**src/rtl/imm_decode_stage.sv**
```systemverilog
// Immediate decode stage: decodes the RISC-V immediate format from the opcode,
// extends the immediate to XLEN, computes pc + imm, and holds the results in
// a two-entry skid buffer. in_ready comes straight from a register, so there
// is no combinational path from out_ready back to in_ready.
// XLEN is expected to be 32 or 64.
module imm_decode_stage #(
    parameter int XLEN  = 32,
    parameter int FMT_W = 3
) (
    input  logic             clk,
    input  logic             rst,
    input  logic             in_valid,
    output logic             in_ready,
    input  logic [31:0]      in_instr,
    input  logic [XLEN-1:0]  in_pc,
    input  logic             flush,
    output logic             out_valid,
    input  logic             out_ready,
    output logic [XLEN-1:0]  out_imm,
    output logic [FMT_W-1:0] out_fmt,
    output logic [XLEN-1:0]  out_pc,
    output logic [XLEN-1:0]  out_target,
    output logic             out_illegal
);

    localparam logic [FMT_W-1:0] FMT_R     = FMT_W'(0);
    localparam logic [FMT_W-1:0] FMT_I     = FMT_W'(1);
    localparam logic [FMT_W-1:0] FMT_S     = FMT_W'(2);
    localparam logic [FMT_W-1:0] FMT_B     = FMT_W'(3);
    localparam logic [FMT_W-1:0] FMT_U     = FMT_W'(4);
    localparam logic [FMT_W-1:0] FMT_J     = FMT_W'(5);
    localparam logic [FMT_W-1:0] FMT_SHAMT = FMT_W'(6);
    localparam logic [FMT_W-1:0] FMT_CSR   = FMT_W'(7);

    typedef struct packed {
        logic [XLEN-1:0]  imm;
        logic [FMT_W-1:0] fmt;
        logic [XLEN-1:0]  pc;
        logic [XLEN-1:0]  target;
        logic             illegal;
    } entry_t;

    typedef enum logic [1:0] {
        EMPTY = 2'd0,
        ONE   = 2'd1,
        TWO   = 2'd2
    } occ_e;

    occ_e   state_q, state_d;
    entry_t main_q, main_d;   // oldest entry, drives the outputs
    entry_t skid_q, skid_d;   // second entry, filled only while main is stalled
    logic   in_ready_q;
    entry_t dec;

    logic [6:0]  opcode;
    logic [2:0]  funct3;
    logic [31:0] imm32;
    logic [5:0]  shamt;
    logic        accept;
    logic        drain;

    assign opcode = in_instr[6:0];
    assign funct3 = in_instr[14:12];
    // RV64 shifts use a 6-bit shift amount; RV32 ignores instr[25].
    assign shamt  = (XLEN == 64) ? in_instr[25:20] : {1'b0, in_instr[24:20]};

    // Decode the incoming word into a complete entry before it is registered.
    always_comb begin
        imm32       = '0;
        dec.fmt     = FMT_R;
        dec.illegal = 1'b0;
        unique case (opcode)
            7'b0010011: begin
                if (funct3 == 3'b001 || funct3 == 3'b101) begin
                    dec.fmt = FMT_SHAMT;
                    imm32   = {26'b0, shamt};
                end else begin
                    dec.fmt = FMT_I;
                    imm32   = {{20{in_instr[31]}}, in_instr[31:20]};
                end
            end
            7'b0000011, 7'b1100111, 7'b0001111: begin
                dec.fmt = FMT_I;
                imm32   = {{20{in_instr[31]}}, in_instr[31:20]};
            end
            7'b0100011: begin
                dec.fmt = FMT_S;
                imm32   = {{20{in_instr[31]}}, in_instr[31:25], in_instr[11:7]};
            end
            7'b1100011: begin
                dec.fmt = FMT_B;
                imm32   = {{19{in_instr[31]}}, in_instr[31], in_instr[7],
                           in_instr[30:25], in_instr[11:8], 1'b0};
            end
            7'b0110111, 7'b0010111: begin
                dec.fmt = FMT_U;
                imm32   = {in_instr[31:12], 12'b0};
            end
            7'b1101111: begin
                dec.fmt = FMT_J;
                imm32   = {{11{in_instr[31]}}, in_instr[31], in_instr[19:12],
                           in_instr[20], in_instr[30:21], 1'b0};
            end
            7'b0110011: begin
                dec.fmt = FMT_R;
            end
            7'b1110011: begin
                if (funct3[2]) begin
                    dec.fmt = FMT_CSR;
                    imm32   = {27'b0, in_instr[19:15]};
                end else begin
                    dec.fmt = FMT_I;
                    imm32   = {{20{in_instr[31]}}, in_instr[31:20]};
                end
            end
            default: begin
                dec.illegal = 1'b1;
            end
        endcase
        // Zero-extended formats keep bit 31 clear, so one sign extension
        // from the 32-bit form is correct for every format.
        dec.imm    = XLEN'($signed(imm32));
        dec.pc     = in_pc;
        dec.target = in_pc + dec.imm;
    end

    assign accept = in_valid && in_ready_q;
    assign drain  = (state_q != EMPTY) && out_ready;

    // State and payload registers; reset clears everything that reaches the outputs.
    always_ff @(posedge clk) begin
        // NOTE: non-blocking assignments so every register samples pre-edge values.
        if (rst) begin
            state_q    <= EMPTY;
            in_ready_q <= 1'b1;
            // NOTE: payload is reset only because the outputs must read 0 after reset.
            main_q     <= '0;
            skid_q     <= '0;
        end else begin
            state_q    <= state_d;
            in_ready_q <= (state_d != TWO);
            main_q     <= main_d;
            skid_q     <= skid_d;
        end
    end

    // Next occupancy and payload moves; flush wins over any handshake.
    always_comb begin
        // NOTE: hold-by-default assignments keep this block free of latches.
        state_d = state_q;
        main_d  = main_q;
        skid_d  = skid_q;
        if (flush) begin
            state_d = EMPTY;
        end else begin
            unique case (state_q)
                EMPTY: begin
                    if (accept) begin
                        main_d  = dec;
                        state_d = ONE;
                    end
                end
                ONE: begin
                    unique case ({accept, drain})
                        2'b10: begin
                            skid_d  = dec;
                            state_d = TWO;
                        end
                        2'b11: main_d  = dec;
                        2'b01: state_d = EMPTY;
                        default: ;
                    endcase
                end
                TWO: begin
                    if (drain) begin
                        main_d  = skid_q;
                        state_d = ONE;
                    end
                end
                default: state_d = EMPTY;
            endcase
        end
    end

    // Outputs always present the oldest entry.
    always_comb begin
        out_valid   = (state_q != EMPTY);
        in_ready    = in_ready_q;
        out_imm     = main_q.imm;
        out_fmt     = main_q.fmt;
        out_pc      = main_q.pc;
        out_target  = main_q.target;
        out_illegal = main_q.illegal;
    end

endmodule

```
**config.mk**
```make
export PLATFORM = sky130hd
export DESIGN_NAME = imm_decode_stage
export DESIGN_NICKNAME = d
export VERILOG_FILES = /design/src/rtl/imm_decode_stage.sv
export SDC_FILE = /design/constraint.sdc
export NUM_CORES = 1
export LEC_CHECK = 0
export BUFFER_PORTS_ARGS = -buffer_cell sky130_fd_sc_hd__buf_2
export CELL_PAD_IN_SITES_DETAIL_PLACEMENT = 1
export CELL_PAD_IN_SITES_GLOBAL_PLACEMENT = 1
export CORE_ASPECT_RATIO = 0.8
export CORE_MARGIN = 2
export CORE_UTILIZATION = 41
export CTS_BUF_LIST = sky130_fd_sc_hd__clkbuf_4 sky130_fd_sc_hd__clkbuf_8 sky130_fd_sc_hd__clkbuf_16
export DETAILED_ROUTE_END_ITERATION = 16
export PLACE_DENSITY = 0.88
export RECOVER_POWER = 50
export REMOVE_ABC_BUFFERS = 1
export SLEW_MARGIN = 5
export SYNTH_ARGS = -nofsm -noshare
export SYNTH_HDL_FRONTEND = slang
export SYNTH_SLANG_ARGS = --single-unit
export TNS_END_PERCENT = 5
```
**constraint.sdc**
```tcl
create_clock -name clk -period 5.2 [get_ports clk]
set_input_delay 0.78 -clock clk [delete_from_list [all_inputs] [get_ports clk]]
set_output_delay 0.78 -clock clk [all_outputs]
set_load 0.05 [all_outputs]
```
==> results <==
- The I/O pin count is 171.
- The first global-routing pass estimated 52600 um of wire.
- The floorplan die height is 144 um.
- The analysis attributes to cell leakage a power of 4.74 nW.
- After clock tree synthesis, the flow added hold-fix buffers numbering 0.
- After clock tree synthesis, the repair step resized 0 gates.
- In the final layout, the share of cells above drive strength 1 is 0.0916.
- The arrival time at the worst endpoint is 4.87 ns.
- The maximum clock frequency is 219 MHz.
- Counting flops with a built-in enable in the synthesized netlist gives 0.
- The number of rows in the core area is 51.
- The worst voltage drop across the vdd grid is 0.212 mV.
- In the synthesized netlist the async set-or-reset flop fraction comes to 0.
- Counting I/O delays and the setup requirement, the final critical path takes 4.58 ns.
- CTS built an H-tree with a depth of 1.
- Entering global routing, the biggest net connects 119 pins.
- Once placement finished, the instance area stood at 11100 um2.
- The launch instance of the worst register-to-register path is state_q[0].
- The via density per instance is 5.65.
- The measured slew at the worst slew-check pin is 3.80 ns.
- The worst setup slack after layout is 0.624 ns.
- The final reports fail on capacitance limit, slew limit.
- Across the run, the number of max-cap violations was 3.
- The share of total power in the clock network is 0.426.
- The width of the chip is 179 um.
- In this run the most critical hold path is launched from skid_q[39].
- The setup slack after placement is 0.201 ns.
- The worst setup path is captured at a flop.
- For this block, the routed nets add up to 33400 um of wire.
- Dividing the detail-routed wire length by the instance count gives 18.8 um.
- The sink count of the clock tree is 203.
- The share of the synthesized area in compound gates (AO/OA/AOI/OAI) is 0.257.
- Of the total synthesized cell area, the portion taken by AND, OR, NAND and NOR gates is 0.215.
- Detailed placement ended at an HPWL of 23200 um.
- In this run the clock root is driven by a sky130_fd_sc_hd__clkbuf_16.
- The layout overhead on the synthesized area is 15.9%.
- The run finished, with violations left.
- The analysis attributes to net switching a power of 0.00112 W.
- Of the total synthesized cell area, the portion taken by XOR and XNOR cells is 0.0243.
- The type of the worst min-delay path is reg -> reg.
- Setup repair after global routing left no endpoint under its margin.
- The multiplexer fraction of the synthesized cell area is 0.00199.
- The number of design rule violations left after detail routing is 0.
- Clock tree synthesis inserted a total of 23 buffers.
- The region available for standard cell placement spans 24200 um2.
- The via total after detailed routing is 10.0k.
- The first TritonRoute pass finished after 6 iterations.
- Data on the critical path is required at its endpoint by 5.49 ns.
- The most common library cell in the layout ignoring fill and taps is sky130_fd_sc_hd__nand2_1.
- The clock-pin transition on the worst setup and hold timing paths is 0.06 ns.
- The largest buffer count on any clock path is 3.
- The combinational group share of total power is 0.145.
- In this run, the number of DRC markers left after iteration 0 of detailed routing was 637.
- For this run, the post-layout net count is 1540.
- The number of antenna violations at the first check in global routing is 3.
- The total of buffers placed on input and output ports is 170.
- The cell count after synthesis is 1333.
- The number of hold-slack violations in the final timing report is 0.
- After synthesis the netlist holds a flip-flop and latch count of 203.
- The area of all placed cells without fillers is 11700 um2.
- The initial utilization of the core area, before any placement, comes to 0.415.
- After synthesis, the largest family of logic cells by area is compound AO/OA/AOI/OAI gates.
- The internal portion of the total power is 0.00271 W.
- The worst-skew pair later-pin latency is 0.52 ns.
- The synthesized netlist occupies a cell area of 10100 um2.
- The relative contribution of sequential cells to total power is 0.429.
- The congestion estimate from routability-driven global placement came to 0.962.
- The count of warnings emitted by yosys is 0.
- Of all nets on the critical path, the largest fanout is 12.
- The global-route usage over all layers is 0.253.
- The critical path launch point is in_instr[6].
- Of the total synthesized cell area, the portion taken by full adders, half adders and majority gates is 0.0430.
- The power density normalized to cell area is 327 nW/um2.
- Of the available clock period, the critical path in the final layout requires 0.880.
- Of the total power, the share spent switching nets is 0.292.
- The final setup violation count is 0.
- The average instance area after synthesis is 7.56 um2.
- The top cell types in the final layout, fill and taps aside, are sky130_fd_sc_hd__nand2_1, sky130_fd_sc_hd__dfxtp_1, sky130_fd_sc_hd__nor2_1.
- The most used flip-flop cell after synthesis is sky130_fd_sc_hd__dfxtp_1.
- The via count of the first global-routing pass is 9976.
- The synthesized netlist contains 60 unique library cells.
- The number of slew-limit violations in the final report is 204.
- Post-CTS timing repair inserted 0 buffers for setup.
- The critical path is of the in -> reg type.
- Summed over all layers, the global routing overflow is 0.
- The count of nets left with antenna violations once routing finished came out at 0.
- TritonCTS built the clock tree.
- The final setup skew is 0.0204 ns.
- The floorplan step defined a die boundary enclosing 25800 um2.
- Of the synthesized area, sequential elements account for 0.403.
- The filler cells instantiated in the layout total 3131.
- The normalized max-slew margin is -1.54.
- The startpoint kind of the worst setup timing path is a primary input.
## cell type report
type	instances	area, um2	area share
multi-input cells	984	5480	0.469
clock buffers	33	676	0.0579
inverters	46	173	0.0148
repair buffers	179	815	0.0697
well taps	318	398	0.0341
clock inverters	7	71.3	0.00611
diodes	2	5.00	0.000429
flip-flops and latches	203	4060	0.348
## path summary, 6_finish.rpt
check	to	cells past startpoint	slack [ns]
setup / recovery	skid_q[30]	16	0.62
hold / removal	skid_q[39]	2	0.46
setup reg to reg	out_imm[18]	6	0.71
hold reg to reg	skid_q[39]	2	0.46
## metal layers
layer / GRT usage / part of all wire / up-vias
li1: - / - / 4828
met1: 0.353 / 0.47 / 4863
met2: 0.400 / 0.44 / 258
met3: 0.0489 / 0.064 / 56
met4: 0.0654 / 0.023 / 2
met5: 0 / 0.00036 / -
## power by group through the flow
stage,Combinational (W),Clock (W),Sequential (W)
2_1_floorplan,0.000228,0,0.00181
3_3_place_gp,0.000551,0,0.00167
3_5_place_dp,0.000562,0,0.00167
4_1_cts,0.000565,0.00165,0.00164
5_1_grt,0.000601,0.00172,0.00165
6_report,0.000554,0.00163,0.00164
## cell usage after synthesis, types with 2 or more instances
library cell	instances	share of area
sky130_fd_sc_hd__nand4_1	6	0.0037
sky130_fd_sc_hd__a21oi_1	172	0.085
sky130_fd_sc_hd__nor3_1	9	0.0045
sky130_fd_sc_hd__o21a_1	5	0.0037
sky130_fd_sc_hd__or3_1	4	0.0025
sky130_fd_sc_hd__a21boi_0	3	0.0022
sky130_fd_sc_hd__o21ai_1	7	0.0035
sky130_fd_sc_hd__a22oi_1	2	0.0015
sky130_fd_sc_hd__buf_1	10	0.0037
sky130_fd_sc_hd__nor2b_1	6	0.0037
sky130_fd_sc_hd__nor2_1	179	0.067
sky130_fd_sc_hd__nand2b_1	6	0.0037
sky130_fd_sc_hd__a311oi_1	47	0.041
sky130_fd_sc_hd__mux2i_1	2	0.0020
sky130_fd_sc_hd__nand3_1	12	0.0060
sky130_fd_sc_hd__clkbuf_1	86	0.032
sky130_fd_sc_hd__xnor2_1	16	0.014
sky130_fd_sc_hd__inv_1	46	0.017
sky130_fd_sc_hd__buf_2	3	0.0015
sky130_fd_sc_hd__o31ai_4	2	0.0042
sky130_fd_sc_hd__o31a_1	2	0.0017
sky130_fd_sc_hd__nor4_1	5	0.0031
sky130_fd_sc_hd__o22ai_1	3	0.0019
sky130_fd_sc_hd__and2_1	6	0.0037
sky130_fd_sc_hd__or2_2	3	0.0019
sky130_fd_sc_hd__nand2_1	272	0.10
sky130_fd_sc_hd__dfxtp_1	203	0.40
sky130_fd_sc_hd__o211a_1	2	0.0020
sky130_fd_sc_hd__ha_1	33	0.041
sky130_fd_sc_hd__a222oi_1	6	0.0060
sky130_fd_sc_hd__and4_1	2	0.0017
sky130_fd_sc_hd__and3_1	2	0.0012
sky130_fd_sc_hd__a21o_1	14	0.010
sky130_fd_sc_hd__a31oi_1	5	0.0031
sky130_fd_sc_hd__o211ai_1	12	0.0089
sky130_fd_sc_hd__o21ai_0	39	0.019
sky130_fd_sc_hd__o21bai_1	3	0.0022
sky130_fd_sc_hd__a211oi_1	64	0.048
sky130_fd_sc_hd__nand3b_1	2	0.0015
sky130_fd_sc_hd__xor2_1	12	0.010
## metrics by stage
step	hold slack (ns)	TNS (ns)	cells	total power (W)	util
after global placement	0.441	0	1730	0.00222	0.457
after floorplan	0.431	-17.47	1233	0.00204	-
after detailed placement	0.448	0	1730	0.00224	0.457
final	0.458	0	1772	0.00382	0.482
after global routing	0.475	0	1771	0.00397	0.482
after CTS	0.458	0	1770	0.00386	0.488
## critical path: stages
cell and delay [ns]:
sky130_fd_sc_hd__buf_2 0.17, sky130_fd_sc_hd__nand2b_1 0.22, sky130_fd_sc_hd__nor4_2 0.86, sky130_fd_sc_hd__or2_1 0.42, sky130_fd_sc_hd__a21oi_1 0.19, sky130_fd_sc_hd__inv_1 0.09
sky130_fd_sc_hd__ha_1 0.29, sky130_fd_sc_hd__a21o_1 0.21, sky130_fd_sc_hd__nand4b_4 0.18, sky130_fd_sc_hd__a2111oi_4 0.40, sky130_fd_sc_hd__nor4_4 0.14, sky130_fd_sc_hd__o31ai_4 0.32
sky130_fd_sc_hd__o21ai_1 0.11, sky130_fd_sc_hd__a21oi_1 0.19, sky130_fd_sc_hd__xor2_1 0.20, sky130_fd_sc_hd__o22ai_1 0.09
## logic make-up after synthesis
| family | after synthesis |
|---|---|
| compound gates | 398 |
| buf+inv | 146 |
| flops | 203 |
| simple gates | 522 |
| mux | 2 |
| xor+xnor | 28 |
| fa+ha+maj | 34 |
## state kept, by name, indices dropped and copies added, names as in the netlist
register,flops
in_ready,1
out_fmt,3
out_illegal,1
out_imm,32
out_pc,32
out_target,32
skid_q,100
state_q,2
Power figures use the tool's default switching activity.
